$ cat config.mk
export PLATFORM = sky130hd
export DESIGN_NAME = elastic_pipe
export DESIGN_NICKNAME = d
export VERILOG_FILES = /design/src/rtl/pipe_pkg.sv /design/src/rtl/elastic_pipe_slot.sv /design/src/rtl/elastic_pipe.sv
export SDC_FILE = /design/constraint.sdc
export NUM_CORES = 1
export LEC_CHECK = 0
export ABC_AREA = 1
export BUFFER_PORTS_ARGS = -buffer_cell sky130_fd_sc_hd__buf_4
export CAP_MARGIN = 20
export CORE_MARGIN = 8
export CORE_UTILIZATION = 40
export DETAILED_ROUTE_END_ITERATION = 8
export PLACE_DENSITY = 0.68
export SLEW_MARGIN = 25
export SYNTH_ARGS = -nofsm -noshare
export SYNTH_HDL_FRONTEND = slang
export SYNTH_SLANG_ARGS = --single-unit
$ cat constraint.sdc
create_clock -name clk -period 1.5 [get_ports clk]
set_input_delay 0.15 -clock clk [delete_from_list [all_inputs] [get_ports clk]]
set_output_delay 0.15 -clock clk [all_outputs]
set_load 0.01 [all_outputs]
$ cat src/rtl/pipe_pkg.sv
// rtl/pipe_pkg.sv - shared types and helpers for the elastic pipeline
package pipe_pkg;

  // Occupancy of a single stage when the skid slot is present
  typedef enum logic [1:0] {
    EMPTY     = 2'd0,
    MAIN      = 2'd1,
    MAIN_SKID = 2'd2
  } slot_state_e;

  // Occupancy counter width: must hold 0..2*depth even when skid slots are absent
  function automatic int occ_width(input int depth);
    return $clog2(2 * depth + 1);
  endfunction

endpackage

$ cat src/rtl/elastic_pipe_slot.sv
// rtl/elastic_pipe_slot.sv - one valid/ready stage; PIPE_SKID_EN adds a skid slot
module elastic_pipe_slot
  import pipe_pkg::*;
#(
  parameter int               WIDTH    = 32,
  parameter logic [WIDTH-1:0] BUBBLE_V = '0,
  parameter logic [WIDTH-1:0] RESET_V  = BUBBLE_V
) (
  input  logic             clk,
  input  logic             resetn,
  input  logic             flush,
  input  logic             in_valid,
  output logic             in_ready,
  input  logic [WIDTH-1:0] in_data,
  output logic             out_valid,
  input  logic             out_ready,
  output logic [WIDTH-1:0] out_data
);

  logic             main_valid;
  logic [WIDTH-1:0] main_data;
  logic             accept;
  logic             drain;

  assign accept    = in_valid && in_ready;
  assign drain     = main_valid && out_ready;
  assign out_valid = main_valid;
  // Mask so RESET_V never leaks out before the first fill
  assign out_data  = main_valid ? main_data : BUBBLE_V;

`ifdef PIPE_SKID_EN
  slot_state_e      state_q, state_d;
  logic [WIDTH-1:0] skid_data, main_d, skid_d;

  assign main_valid = (state_q != EMPTY);
  // Ready depends only on local state (and flush), never on out_ready
  assign in_ready   = !flush && (state_q != MAIN_SKID);

  // State and slot data registers
  always_ff @(posedge clk or negedge resetn) begin
    if (!resetn) begin
      state_q   <= EMPTY;
      main_data <= RESET_V;
      skid_data <= RESET_V;
    end else begin
      state_q   <= state_d;
      main_data <= main_d;
      skid_data <= skid_d;
    end
  end

  // Next state: fill main first, overflow into skid, skid refills main on drain
  always_comb begin
    state_d = state_q;
    main_d  = main_data;
    skid_d  = skid_data;
    if (flush) begin
      state_d = EMPTY;
      main_d  = BUBBLE_V;
      skid_d  = BUBBLE_V;
    end else begin
      case (state_q)
        EMPTY: begin
          if (accept) begin
            state_d = MAIN;
            main_d  = in_data;
          end
        end
        MAIN: begin
          case ({accept, drain})
            2'b10: begin
              state_d = MAIN_SKID;
              skid_d  = in_data;
            end
            2'b11: main_d = in_data;
            2'b01: begin
              state_d = EMPTY;
              main_d  = BUBBLE_V;
            end
            default: ;
          endcase
        end
        MAIN_SKID: begin
          if (drain) begin
            state_d = MAIN;
            main_d  = skid_data;
            skid_d  = BUBBLE_V;
          end
        end
        default: state_d = EMPTY;
      endcase
    end
  end
`else
  // Ready passes through when the word held here leaves this cycle
  assign in_ready = !flush && (!main_valid || out_ready);

  // Single main slot: load on accept, empty to bubble on drain
  always_ff @(posedge clk or negedge resetn) begin
    if (!resetn) begin
      main_valid <= 1'b0;
      main_data  <= RESET_V;
    end else if (flush) begin
      main_valid <= 1'b0;
      main_data  <= BUBBLE_V;
    end else if (accept) begin
      main_valid <= 1'b1;
      main_data  <= in_data;
    end else if (drain) begin
      main_valid <= 1'b0;
      main_data  <= BUBBLE_V;
    end
  end
`endif

endmodule

$ cat src/rtl/elastic_pipe.sv
// rtl/elastic_pipe.sv - DEPTH-stage elastic valid/ready pipe; PIPE_SKID_EN enables skid slots
module elastic_pipe
  import pipe_pkg::*;
#(
  parameter int               WIDTH    = 32,
  parameter int               DEPTH    = 1,
  parameter logic [WIDTH-1:0] BUBBLE_V = '0,
  parameter logic [WIDTH-1:0] RESET_V  = BUBBLE_V
) (
  input  logic                        clk,
  input  logic                        resetn,
  input  logic                        flush,
  input  logic                        in_valid,
  output logic                        in_ready,
  input  logic [WIDTH-1:0]            in_data,
  output logic                        out_valid,
  input  logic                        out_ready,
  output logic [WIDTH-1:0]            out_data,
  output logic [occ_width(DEPTH)-1:0] occupancy
);

  localparam int               OCC_W   = occ_width(DEPTH);
  localparam logic [OCC_W-1:0] OCC_ONE = 1;

  logic in_xfer;
  logic out_xfer;

  for (genvar g = 0; g < DEPTH; g++) begin : g_stage
    logic             up_valid;
    logic [WIDTH-1:0] up_data;
    logic             dn_ready;
    logic             rdy;
    logic             vld;
    logic [WIDTH-1:0] dat;

    if (g == 0) begin : g_first
      assign up_valid = in_valid;
      assign up_data  = in_data;
    end else begin : g_mid
      assign up_valid = g_stage[g-1].vld;
      assign up_data  = g_stage[g-1].dat;
    end

    if (g == DEPTH - 1) begin : g_last
      assign dn_ready = out_ready;
    end else begin : g_next
      assign dn_ready = g_stage[g+1].rdy;
    end

    elastic_pipe_slot #(
      .WIDTH   (WIDTH),
      .BUBBLE_V(BUBBLE_V),
      .RESET_V (RESET_V)
    ) u_slot (
      .clk      (clk),
      .resetn   (resetn),
      .flush    (flush),
      .in_valid (up_valid),
      .in_ready (rdy),
      .in_data  (up_data),
      .out_valid(vld),
      .out_ready(dn_ready),
      .out_data (dat)
    );
  end

  // Hold off upstream while reset is asserted
  assign in_ready  = resetn && g_stage[0].rdy;
  assign out_valid = g_stage[DEPTH-1].vld;
  assign out_data  = g_stage[DEPTH-1].dat;

  assign in_xfer  = in_valid && in_ready;
  assign out_xfer = out_valid && out_ready;

  // Entry count tracks handshakes at both ends; flush empties everything
  always_ff @(posedge clk or negedge resetn) begin
    if (!resetn) begin
      occupancy <= '0;
    end else if (flush) begin
      occupancy <= '0;
    end else if (in_xfer && !out_xfer) begin
      occupancy <= occupancy + OCC_ONE;
    end else if (!in_xfer && out_xfer) begin
      occupancy <= occupancy - OCC_ONE;
    end
  end

endmodule
==> results.ini <==
[floorplan]
initial_core_util = 0.412
rows = 24
dieWidth_um = 83.0
ios = 73
die_area_um2 = 6890
core-area_um2 = 4350
die_h_um = 83.0

[final_layout]
area_growth_pct = 39.3
final_cell_mix = nand2_1 (103), buf_4 (77), inv_1 (36)
seqCellArea_um2 = 876
finalNetCount = 348
fill_cells = 421
layout_commonest_cell = nand2_1
multiInputGateArea_um2 = 714
antennaDiodeCount = 0
drive_gt1_frac = 0.328

[drt]
post_drt_wl_per_cell_um = 13.3
drtPass1Iterations = 4
dr_wl_met3_um = 290
drt-initial-drc-count = 112
m1WireLength_mm = 2.17
drc = 0
drt-total-wl_mm = 4.82
ant_nets = 0
dr_wl_met2_mm = 2.34
vias_per_cell = 4.66
dr_total_vias = 1693
routed.top_layer = met4

[critical_path]
worstSetupEndpointType = output pin
worstPathCellList = dlygate4sd3_1, buf_6, inv_1, nor2_1, buf_4
critPathBufInv = 4
arrival_ns = 1.25
cp.required_ns = 1.35
worstSetupPathType = input port to output pin
crit_path_max_fanout = 21
critical_path.top_delay_family = buffers and inverters
reg2reg_slack_ns = 0.12
startpoint = resetn
startpoint_type = input port
cpMaxStageDelayCell = dlygate4sd3_1
timing.rr.start = g_stage[0].u_slot.out_valid
slowest_delay_ns = 0.54

[clocking]
path_clk_slew_ns = 0.07
cts_sinks = 35
ctsRootBufferMaster = clkbuf_8
htreeDepth = 2
post_cts_buffers = 0
cts_buffer_depth = 2
cts_buffers = 5
cts_tree = done
clock_latency_ns = 0.29

[place]
post-place-ws_ns = -0.0667
place.gp.congestion = 0.745
port_buffers = 72
post-dp-hpwl_mm = 3.49

[power]
switching_share = 0.271
p_leak_nw = 1.61
clkPwrFrac = 0.326
p_switching_mw = 0.572
power.total_mw = 2.11
internal_power_mw = 1.54
power.density_nw_per_um2 = 845
vdd_drop_max_mv = 0.435
pwr-share-comb = 0.177
seq_power_share = 0.496

[sta]
setup_viol_count_final = 0
maxSlewHeadroom = 0.646
worst_slew_pin_slew_ns = 0.530
setup_slack_ns = 0.0952
tns_ns = 0
fin_hold_ws_ns = 0.0584
max_freq_mhz = 712
finalClockSkew_ns = 0.00202
slew_viol_final = 0
final.period_utilization = 0.937
hold_viol = 0
min_period_ns = 1.40

[yosys]
syn_avg_cell_area_um2 = 7.61
synth_top_cells_by_area = dfrtp_1 (49%), nand2_1 (22%), inv_1 (7.5%), nand3_1 (6.1%), nand3_2 (5.6%)
synth_compound_area_frac = 0.0153
synth_edf_count = 0
yosys_warnings = 0
netlist_area_um2 = 1800
seq_area_frac_synth = 0.488
ys_types = 18
synthAdderAreaFrac = 0
ys_seq_elements = 35
synthMuxAreaShare = 0
syn-num-nets = 273
yosys.area_share.simple = 0.370
synth_top_area_frac = 0.488
synth_top_flop_cell = dfrtp_1
yosysTopAreaCell = dfrtp_1
syn_inst = 236
synthArstFlopShare = 1.00
synth_top_family_by_area = simple AND/OR/NAND/NOR gates
synth_xor_area_frac = 0.00488

[flow_run]
drv_cap = 0

[global_route]
grt_use_total = 0.142
antenna_found_initial = 0
grt_max_degree = 34
grt_pass1_vias = 1723
overflow = 0
grt_pass1_wl_mm = 8.24

[hold_path]
hp-start = in_data[24]
hold_class = input port to register

[run_status]
status = completed

-- timing repair --
item	CTS	global route
endpoints found under the hold margin	16	0
resized for setup	3	3
hold buffers	1	0
cloned	1	0
endpoints found under the setup margin	30	2
-- cells in the mapped netlist, types with 2 or more instances --
| master | n |
|---|---|
| nand2_1 | 104 |
| inv_1 | 36 |
| dfrtp_1 | 35 |
| nand3_1 | 22 |
| nand3_2 | 10 |
| clkbuf_1 | 5 |
| nand4_1 | 5 |
| buf_2 | 4 |
| a21oi_1 | 3 |
| buf_6 | 3 |
| nor2_4 | 2 |
-- worst min-delay path: stages --
cell and delay, ns:
buf_4 0.08, nand2_1 0.04, nand2_1 0.05
-- metal layers --
layer,global-route usage,up-vias
met3,0.0557,5
met2,0.231,47
met1,0.169,780
met5,0,-
li1,-,861
met4,0.0383,0
-- cell type report --
class | instances | area share
Sequential cell | 35 | 0.350
Multi-Input combinational cell | 152 | 0.286
Timing Repair Buffer | 80 | 0.248
Inverter | 37 | 0.0555
Clock buffer | 6 | 0.0330
Tap cell | 52 | 0.0260
Clock inverter | 1 | 0.00200
-- power by group through the flow --
| stage | clock [mW] | combinational [mW] | sequential (mW) |
|---|---|---|---|
| after floorplan | 0 | 0.184 | 1.06 |
| after global placement | 0 | 0.359 | 1.06 |
| after detailed placement | 0 | 0.365 | 1.07 |
| after CTS | 0.710 | 0.375 | 1.05 |
| after global routing | 0.758 | 0.420 | 1.06 |
| final | 0.690 | 0.375 | 1.05 |
-- sequential cells by signal (all words and copies together) (netlist names) --
signal and count:
occupancy 2, g_stage.u_slot.main_data 32, g_stage.u_slot.out_valid 1
-- through the flow --
| stage | instances | utilization | instance area [µm²] |
|---|---|---|---|
| 2_1_floorplan | 236 | - | 1800 |
| 3_5_place_dp | 354 | 0.545 | 2370 |
| 4_1_cts | 363 | 0.572 | 2490 |
| 6_report | 363 | 0.574 | 2500 |
| 3_3_place_gp | 354 | 0.545 | 2370 |
| 5_1_grt | 363 | 0.574 | 2500 |
-- final timing paths --
path / to / cells past startpoint
setup / recovery: in_ready / 5
setup reg to reg: occupancy[0] / 6
max in group asynchronous: g_stage[0].u_slot.main_data[9] / 3
hold / removal: g_stage[0].u_slot.main_data[24] / 3
hold reg to reg: g_stage[0].u_slot.main_data[25] / 2
min in group asynchronous: occupancy[0] / 2
-- cell families (layout without fill, tap and decap cells) --
logic type / after synthesis / count (layout)
AND/OR/NAND/NOR: 145 / 146
buffers and inverters: 50 / 124
flip-flops: 35 / 35
AO/OA/AOI/OAI: 5 / 5
XOR/XNOR: 1 / 1
Power figures use the tool's default switching activity.
